<file path="config.mk">
export PLATFORM = sky130hd
export DESIGN_NAME = dma_streamer
export DESIGN_NICKNAME = d
export VERILOG_FILES = /design/src/rtl/dma_pkg.sv /design/src/rtl/dma_burst_calc.sv /design/src/rtl/dma_streamer.sv
export SDC_FILE = /design/constraint.sdc
export NUM_CORES = 1
export LEC_CHECK = 0
export ABC_AREA = 1
export BUFFER_PORTS_ARGS = -buffer_cell sky130_fd_sc_hd__clkbuf_2
export CAP_MARGIN = 20
export CORE_UTILIZATION = 31
export DETAILED_ROUTE_END_ITERATION = 8
export PLACE_DENSITY = 0.47
export SLEW_MARGIN = 10
export SYNTH_ARGS = -nofsm -noshare
export SYNTH_HDL_FRONTEND = slang
export SYNTH_SLANG_ARGS = --single-unit
export TNS_END_PERCENT = 10
</file>
<file path="constraint.sdc">
create_clock -name clk -period 7.6 [get_ports clk]
set_input_delay 0 -clock clk [delete_from_list [all_inputs] [get_ports clk]]
set_output_delay 0 -clock clk [all_outputs]
set_load 0.02 [all_outputs]
</file>
<file path="src/rtl/dma_pkg.sv">
// Shared types and constants for the DMA streamer and its burst calculator.
package dma_pkg;

  localparam int unsigned DMA_BEAT_BYTES = 64;
  localparam int unsigned DMA_4K_BYTES   = 4096;

  // Request toward the AXI interface block; one 64-byte data lane.
  typedef struct packed {
    logic [31:0] addr;
    logic [7:0]  alen;
    logic [2:0]  size;
    logic [63:0] strb;
    logic        valid;
  } s_dma_axi_req_t;

  typedef struct packed {
    logic ready;
  } s_dma_axi_resp_t;

  typedef enum logic [1:0] {
    StIdle,
    StCalc,
    StReq,
    StDone
  } e_streamer_state_t;

endpackage

</file>
<file path="src/rtl/dma_burst_calc.sv">
// Combinational next-request calculator: burst length, beat size and byte strobe
// for the current address and remaining byte count.
// DMA_STREAMER_4K_SPLIT_EN: when defined, full bursts never cross a 4 KiB page.
module dma_burst_calc import dma_pkg::*; #(
  parameter int unsigned MAX_BEATS = 256
) (
  input  logic [31:0] addr_i,
  input  logic [31:0] rem_i,
  output logic [7:0]  alen_o,
  output logic [2:0]  size_o,
  output logic [63:0] strb_o
);

  logic        full;
  logic [31:0] beats;
  logic [63:0] mask;

  // Pick full-width burst when aligned with at least one beat left, else one narrow beat.
  always_comb begin
    full   = (addr_i[5:0] == 6'd0) && (rem_i >= DMA_BEAT_BYTES);
    beats  = rem_i >> 6;
    if (beats > MAX_BEATS) beats = MAX_BEATS;
`ifdef DMA_STREAMER_4K_SPLIT_EN
    begin
      logic [31:0] page_beats;
      page_beats = (DMA_4K_BYTES - {20'd0, addr_i[11:0]}) >> 6;
      if (beats > page_beats) beats = page_beats;
    end
`endif
    alen_o = 8'd0;
    size_o = 3'd0;
    strb_o = '0;
    mask   = '0;
    if (full) begin
      alen_o = 8'(beats - 32'd1);
      size_o = 3'd6;
      strb_o = '1;
    end else begin
      // Ascending scan leaves the largest size that fits both length and alignment.
      for (int n = 0; n <= 6; n++) begin
        if (((32'd1 << n) <= rem_i) && ((addr_i & ((32'd1 << n) - 32'd1)) == 32'd0)) begin
          size_o = 3'(n);
        end
      end
      mask   = (size_o == 3'd6) ? '1 : ((64'd1 << (7'd1 << size_o)) - 64'd1);
      strb_o = mask << addr_i[5:0];
    end
  end

endmodule

</file>
<file path="src/rtl/dma_streamer.sv">
// Splits a (start address, byte count) descriptor into a sequence of AXI
// requests, one outstanding at a time.
// DMA_STREAMER_4K_SPLIT_EN: when defined, full bursts are cut at 4 KiB pages.
module dma_streamer import dma_pkg::*; #(
  parameter int unsigned MAX_BEATS = 256
) (
  input  logic            clk,
  input  logic            rstn,
  input  logic [31:0]     desc_addr_i,
  input  logic [31:0]     desc_bytes_i,
  input  logic            dma_go_i,
  input  logic            dma_active_i,
  input  logic            clear_dma_i,
  output s_dma_axi_req_t  dma_axi_req_o,
  input  s_dma_axi_resp_t dma_axi_resp_i,
  output logic            stream_done_o
);

  e_streamer_state_t state_q, state_d;
  logic [31:0] addr_q, addr_d;   // current stream address A
  logic [31:0] rem_q, rem_d;     // remaining bytes R
  logic [31:0] req_addr_q, req_addr_d;
  logic [7:0]  req_alen_q, req_alen_d;
  logic [2:0]  req_size_q, req_size_d;
  logic [63:0] req_strb_q, req_strb_d;

  logic [7:0]  calc_alen;
  logic [2:0]  calc_size;
  logic [63:0] calc_strb;
  logic [31:0] xfer_bytes;

  dma_burst_calc #(
    .MAX_BEATS (MAX_BEATS)
  ) u_burst_calc (
    .addr_i (addr_q),
    .rem_i  (rem_q),
    .alen_o (calc_alen),
    .size_o (calc_size),
    .strb_o (calc_strb)
  );

  assign xfer_bytes = ({24'd0, req_alen_q} + 32'd1) << req_size_q;

  // Next-state, counter and request-payload logic; abort has top priority.
  always_comb begin
    state_d    = state_q;
    addr_d     = addr_q;
    rem_d      = rem_q;
    req_addr_d = req_addr_q;
    req_alen_d = req_alen_q;
    req_size_d = req_size_q;
    req_strb_d = req_strb_q;
    if (!dma_active_i) begin
      state_d    = StIdle;
      addr_d     = '0;
      rem_d      = '0;
      req_addr_d = '0;
      req_alen_d = '0;
      req_size_d = '0;
      req_strb_d = '0;
    end else begin
      unique case (state_q)
        StIdle: begin
          if (dma_go_i) begin
            addr_d  = desc_addr_i;
            rem_d   = desc_bytes_i;
            state_d = (desc_bytes_i == 32'd0) ? StDone : StCalc;
          end
        end
        StCalc: begin
          req_addr_d = addr_q;
          req_alen_d = calc_alen;
          req_size_d = calc_size;
          req_strb_d = calc_strb;
          state_d    = StReq;
        end
        StReq: begin
          if (dma_axi_resp_i.ready) begin
            addr_d  = addr_q + xfer_bytes;
            rem_d   = rem_q - xfer_bytes;
            state_d = (rem_d == 32'd0) ? StDone : StCalc;
          end
        end
        StDone: begin
          if (clear_dma_i) state_d = StIdle;
        end
        default: state_d = StIdle;
      endcase
    end
  end

  // State, counters and request payload registers.
  always_ff @(posedge clk or negedge rstn) begin
    if (!rstn) begin
      state_q    <= StIdle;
      addr_q     <= '0;
      rem_q      <= '0;
      req_addr_q <= '0;
      req_alen_q <= '0;
      req_size_q <= '0;
      req_strb_q <= '0;
    end else begin
      state_q    <= state_d;
      addr_q     <= addr_d;
      rem_q      <= rem_d;
      req_addr_q <= req_addr_d;
      req_alen_q <= req_alen_d;
      req_size_q <= req_size_d;
      req_strb_q <= req_strb_d;
    end
  end

  // Valid decodes straight from the state flop so reset drops it at once.
  always_comb begin
    dma_axi_req_o.addr  = req_addr_q;
    dma_axi_req_o.alen  = req_alen_q;
    dma_axi_req_o.size  = req_size_q;
    dma_axi_req_o.strb  = req_strb_q;
    dma_axi_req_o.valid = (state_q == StReq);
    stream_done_o       = (state_q == StDone);
  end

endmodule

</file>
==> metrics.md <==
| Metric | Value |
|---|---|
| Share of the synthesized area in the top cell type | `38.0%` |
| Worst-path fanout max | `5` |
| Die Width | `194 um` |
| Clock sink count | `173` |
| Final max-slew violation count | `0` |
| Largest net degree at the start of global routing | `slightly above 80` |
| Post-synth EDFFs | `0` |
| Vias in the first global route | `11000` |
| Seq pwr share | `around 27%` |
| Hpwl dp | `28600 um` |
| Minimum clock period after layout | `4900 ps` |
| Status | `completed` |
| Gate Count Post-Synth | `1558` |
| Core Region | `between 0.03 and 0.04 mm2` |
| Largest area contributor in the netlist | `dfrtp_1` |
| Setup Total Neg Slack | `0 ps` |
| Combinational fraction of design power | `a little over half` |
| DR iter-0 viols | `727` |
| RSZ-0062 raised after global routing | `no` |
| # IOs | `179` |
| DRC | `0` |
| Maximum VDD drop | `a little over 0.2 mV` |
| Crit. End Element | `flop` |
| Clock Skew | `10.4 ps` |
| # hold bufs at CTS | `70` |
| Worst setup SP type | `flop` |
| Synth Area per Inst | `7.32 um2` |
| Cell variety after synth | `62` |
| Crit share post-route | `64.5%` |
| Critical Path AT | `about 5300 ps` |
| Area Overhead vs Synth | `23.0%` |
| Synth Net Count | `between 1500 and 2000` |
| Max Cap Viol | `0` |
| Std-Cell Rows | `69` |
| Grt total ovfl | `0` |
| Postcts setup bufs | `0` |
| First-pass GRT wire length | `61900 um` |
| Initial antenna violation count | `0` |
| Sw frac | `47.7%` |
| Vias | `11300` |
| Port buffer count | `178` |
| Ranking of synthesized cells by area | `dfrtp_1 (38%), nand2_1 (12%), o21ai_0 (6.1%)` |
| DR WL/cell | `between 15 and 20 um` |
| P_int | `2.50 mW` |
| Design Power | `between 4 and 5 mW` |
| WP data required | `approximately 8000 ps` |
| Leakage power | `7.00 nW` |
| Die area | `0.0376 mm2` |
| Worst Hold Class | `in2reg` |
| Setup violators final | `0` |
| Post-Syn Area | `roughly 0.011 mm2` |
| Clock slew at reported path FFs | `roughly 70 ps` |
| Delay of the slowest critical-path stage | `530 ps` |
| All-Layer GR Usage | `20.9%` |
| Starting Density | `31.8%` |
| Diodes inserted | `0` |
| Register bit count reported by yosys | `about 170` |
| Clk buf depth | `2` |
| NetSw | `2.28 mW` |
| Most common flop cell mapped by yosys | `dfrtp_1` |
| Yosys Warn Count | `0` |
| Seq/Total Area, Yosys | `38.0%` |
| Vias per inst | `roughly 5.1` |
| Clock insertion delay at the later pin of the skew report | `450 ps` |
| Slowest cell on crit path | `dlygate4sd3_1` |
| Power share of the clock group | `20.3%` |
| Cell Pwr Density | `~340 mW/mm2` |
| Clk root buf | `clkbuf_16` |
| Router iterations before antenna repair | `5` |
| Worst path bufs/invs | `4` |
| Worst path top cell family by delay | `simple AND/OR/NAND/NOR gates` |
| Final hold violations | `0` |
| CTS tree | `yes` |
| Htree depth | `4` |
| GPL Wtd Cong | `0.864` |
| Async set-reset flop share out of synthesis | `100%` |
| Worst Max-Slew Pin Slew | `1110 ps` |
| Share of layout cells above drive strength 1 | `between 10% and 20%` |
| Number of cells upsized or downsized after cts | `0` |
| Crit Path Class | `reg2reg` |
| Final Net Count | `1875` |
| Total CTS buffers | `17` |
| Fillers | `3891` |
| Most common cell type on the critical path | `nand2_1` |
| Slew headroom | `25.6%` |
| Final wirelength | `38600 um` |
| Die H | `194 um` |
| Antenna Nets Post-Route | `0` |
| Max Freq | `between 200 and 250 MHz` |
-- Yosys cell counts, types with 3 or more instances --
| library cell | number |
|---|---|
| nand2_1 | 369 |
| dfrtp_1 | 173 |
| inv_1 | 158 |
| nor2_1 | 145 |
| o21ai_0 | 140 |
| nand3_1 | 81 |
| a21oi_1 | 65 |
| o22ai_1 | 53 |
| clkbuf_1 | 51 |
| xor2_1 | 40 |
| ha_1 | 35 |
| nand4_1 | 22 |
| nor3_1 | 21 |
| o21ai_1 | 18 |
| a22o_1 | 17 |
| buf_2 | 14 |
| nand2_2 | 14 |
| nor4_1 | 13 |
| nor2_2 | 12 |
| or2_2 | 11 |
| o21ai_2 | 9 |
| xnor2_1 | 9 |
| a32o_1 | 7 |
| nor2_4 | 5 |
| inv_2 | 4 |
| mux2i_1 | 4 |
| nand3_2 | 4 |
| o2111ai_1 | 4 |
| a21boi_1 | 3 |
| a21o_1 | 3 |
| a31oi_1 | 3 |
| clkinv_1 | 3 |
| nand2_4 | 3 |
| o211ai_1 | 3 |
| o21bai_1 | 3 |
| o41ai_1 | 3 |
-- layer usage --
layer / vias up / share of wire [%] / GRT usage (%)
met5: - / 0 / 0
met4: 0 / 0.99 / 4.62
met3: 24 / 3.6 / 3.11
met2: 232 / 44 / 32.2
met1: 5439 / 51 / 30.5
li1: 5624 / - / -
-- placed cells by master (no fill, tap or decap), types with 4 or more instances in the layout --
cell type | synthesis | routed
mux2i_1 | 4 | 4
o21ai_0 | 140 | 140
nand2_1 | 369 | 369
buf_4 | 1 | 13
nand2_2 | 14 | 14
dlygate4sd3_1 | 0 | 70
inv_1 | 158 | 158
bufinv_16 | 0 | 4
nor4_1 | 13 | 13
clkbuf_8 | 0 | 4
o22ai_1 | 53 | 53
nand4_1 | 22 | 22
nor3_1 | 21 | 21
xnor2_1 | 9 | 9
nor2_2 | 12 | 13
a22o_1 | 17 | 17
nor2_4 | 5 | 6
o21ai_1 | 18 | 18
dfrtp_1 | 173 | 173
o21ai_2 | 9 | 9
ha_1 | 35 | 35
nand3_1 | 81 | 81
nor2_1 | 145 | 143
nand3_2 | 4 | 4
inv_2 | 4 | 5
clkbuf_16 | 0 | 17
clkbuf_2 | 0 | 177
a21oi_1 | 65 | 65
or2_2 | 11 | 11
o2111ai_1 | 4 | 4
a32o_1 | 7 | 7
xor2_1 | 40 | 40
-- path summary, 6_finish.rpt --
kind | slack [ps] | startpoint | end | depth (start not counted)
max reg2reg | 2700 | req_alen_q[2] | state_q[1] | 29
min in group asynchronous | 170 | rstn | req_addr_q[19] | 2
min reg2reg | 480 | req_strb_q[27] | req_strb_q[27] | 2
min | 40 | dma_active_i | state_q[0] | 5
max in group asynchronous | 6210 | rstn | req_strb_q[33] | 3
max | 2700 | req_alen_q[2] | state_q[1] | 29
-- state kept, by name, summed over array words and instances (netlist names) --
name,cells
req_alen_q,8
req_size_q,3
req_strb_q,64
state_q,2
rem_q,32
req_addr_q,32
addr_q,32
-- cell type report --
type	count	area [um2]	area share (%)
sequential	173	4330	30.9
multi-input combinational	1148	6150	43.9
inverter	167	632	4.50
clock buffer	22	484	3.45
clock inverter	9	159	1.13
tap	461	577	4.11
timing repair buffer	261	1700	12.1
-- power groups by stage --
stage	Clock, mW	Combinational [mW]	Sequential, mW
final	0.970	2.51	1.30
after global routing	1.03	2.81	1.33
after CTS	0.996	2.51	1.30
after detailed placement	0	2.46	1.32
after global placement	0	2.48	1.32
after floorplan	0	1.71	1.37
-- worst register-to-register path, delay by kind of cell (launching register included) --
kind / cells / cell delay, ps
simple gates: 16 / 2070
compound gates: 7 / 1190
buf+inv: 4 / 760
flops: 1 / 400
fa+ha+maj: 1 / 310
xor+xnor: 1 / 110
-- metrics by stage --
step | utilization, % | hold slack, ps | cells | worst slack [ps] | area [um2]
2_1_floorplan | - | -296 | 1558 | 3820 | 11400
6_report | 39.1 | 44.3 | 2241 | 2700 | 14000
3_5_place_dp | 35.3 | 107 | 2140 | 3280 | 12700
3_3_place_gp | 35.3 | 112 | 2140 | 3360 | 12700
5_1_grt | 39.1 | 61.7 | 2241 | 2030 | 14000
4_1_cts | 39.1 | 6.37 | 2241 | 2690 | 14000
-- cells by family after synthesis --
| group | synth area share, % |
|---|---|
| buffers and inverters | 8.16 |
| AND/OR/NAND/NOR | 27.0 |
| multiplexers | 0.351 |
| XOR/XNOR | 3.76 |
| other | 0.0329 |
| AO/OA/AOI/OAI | 18.5 |
| adder cells (fa/ha/maj) | 4.19 |
| flip-flops | 38.0 |
(Power assumes the default switching activity.)
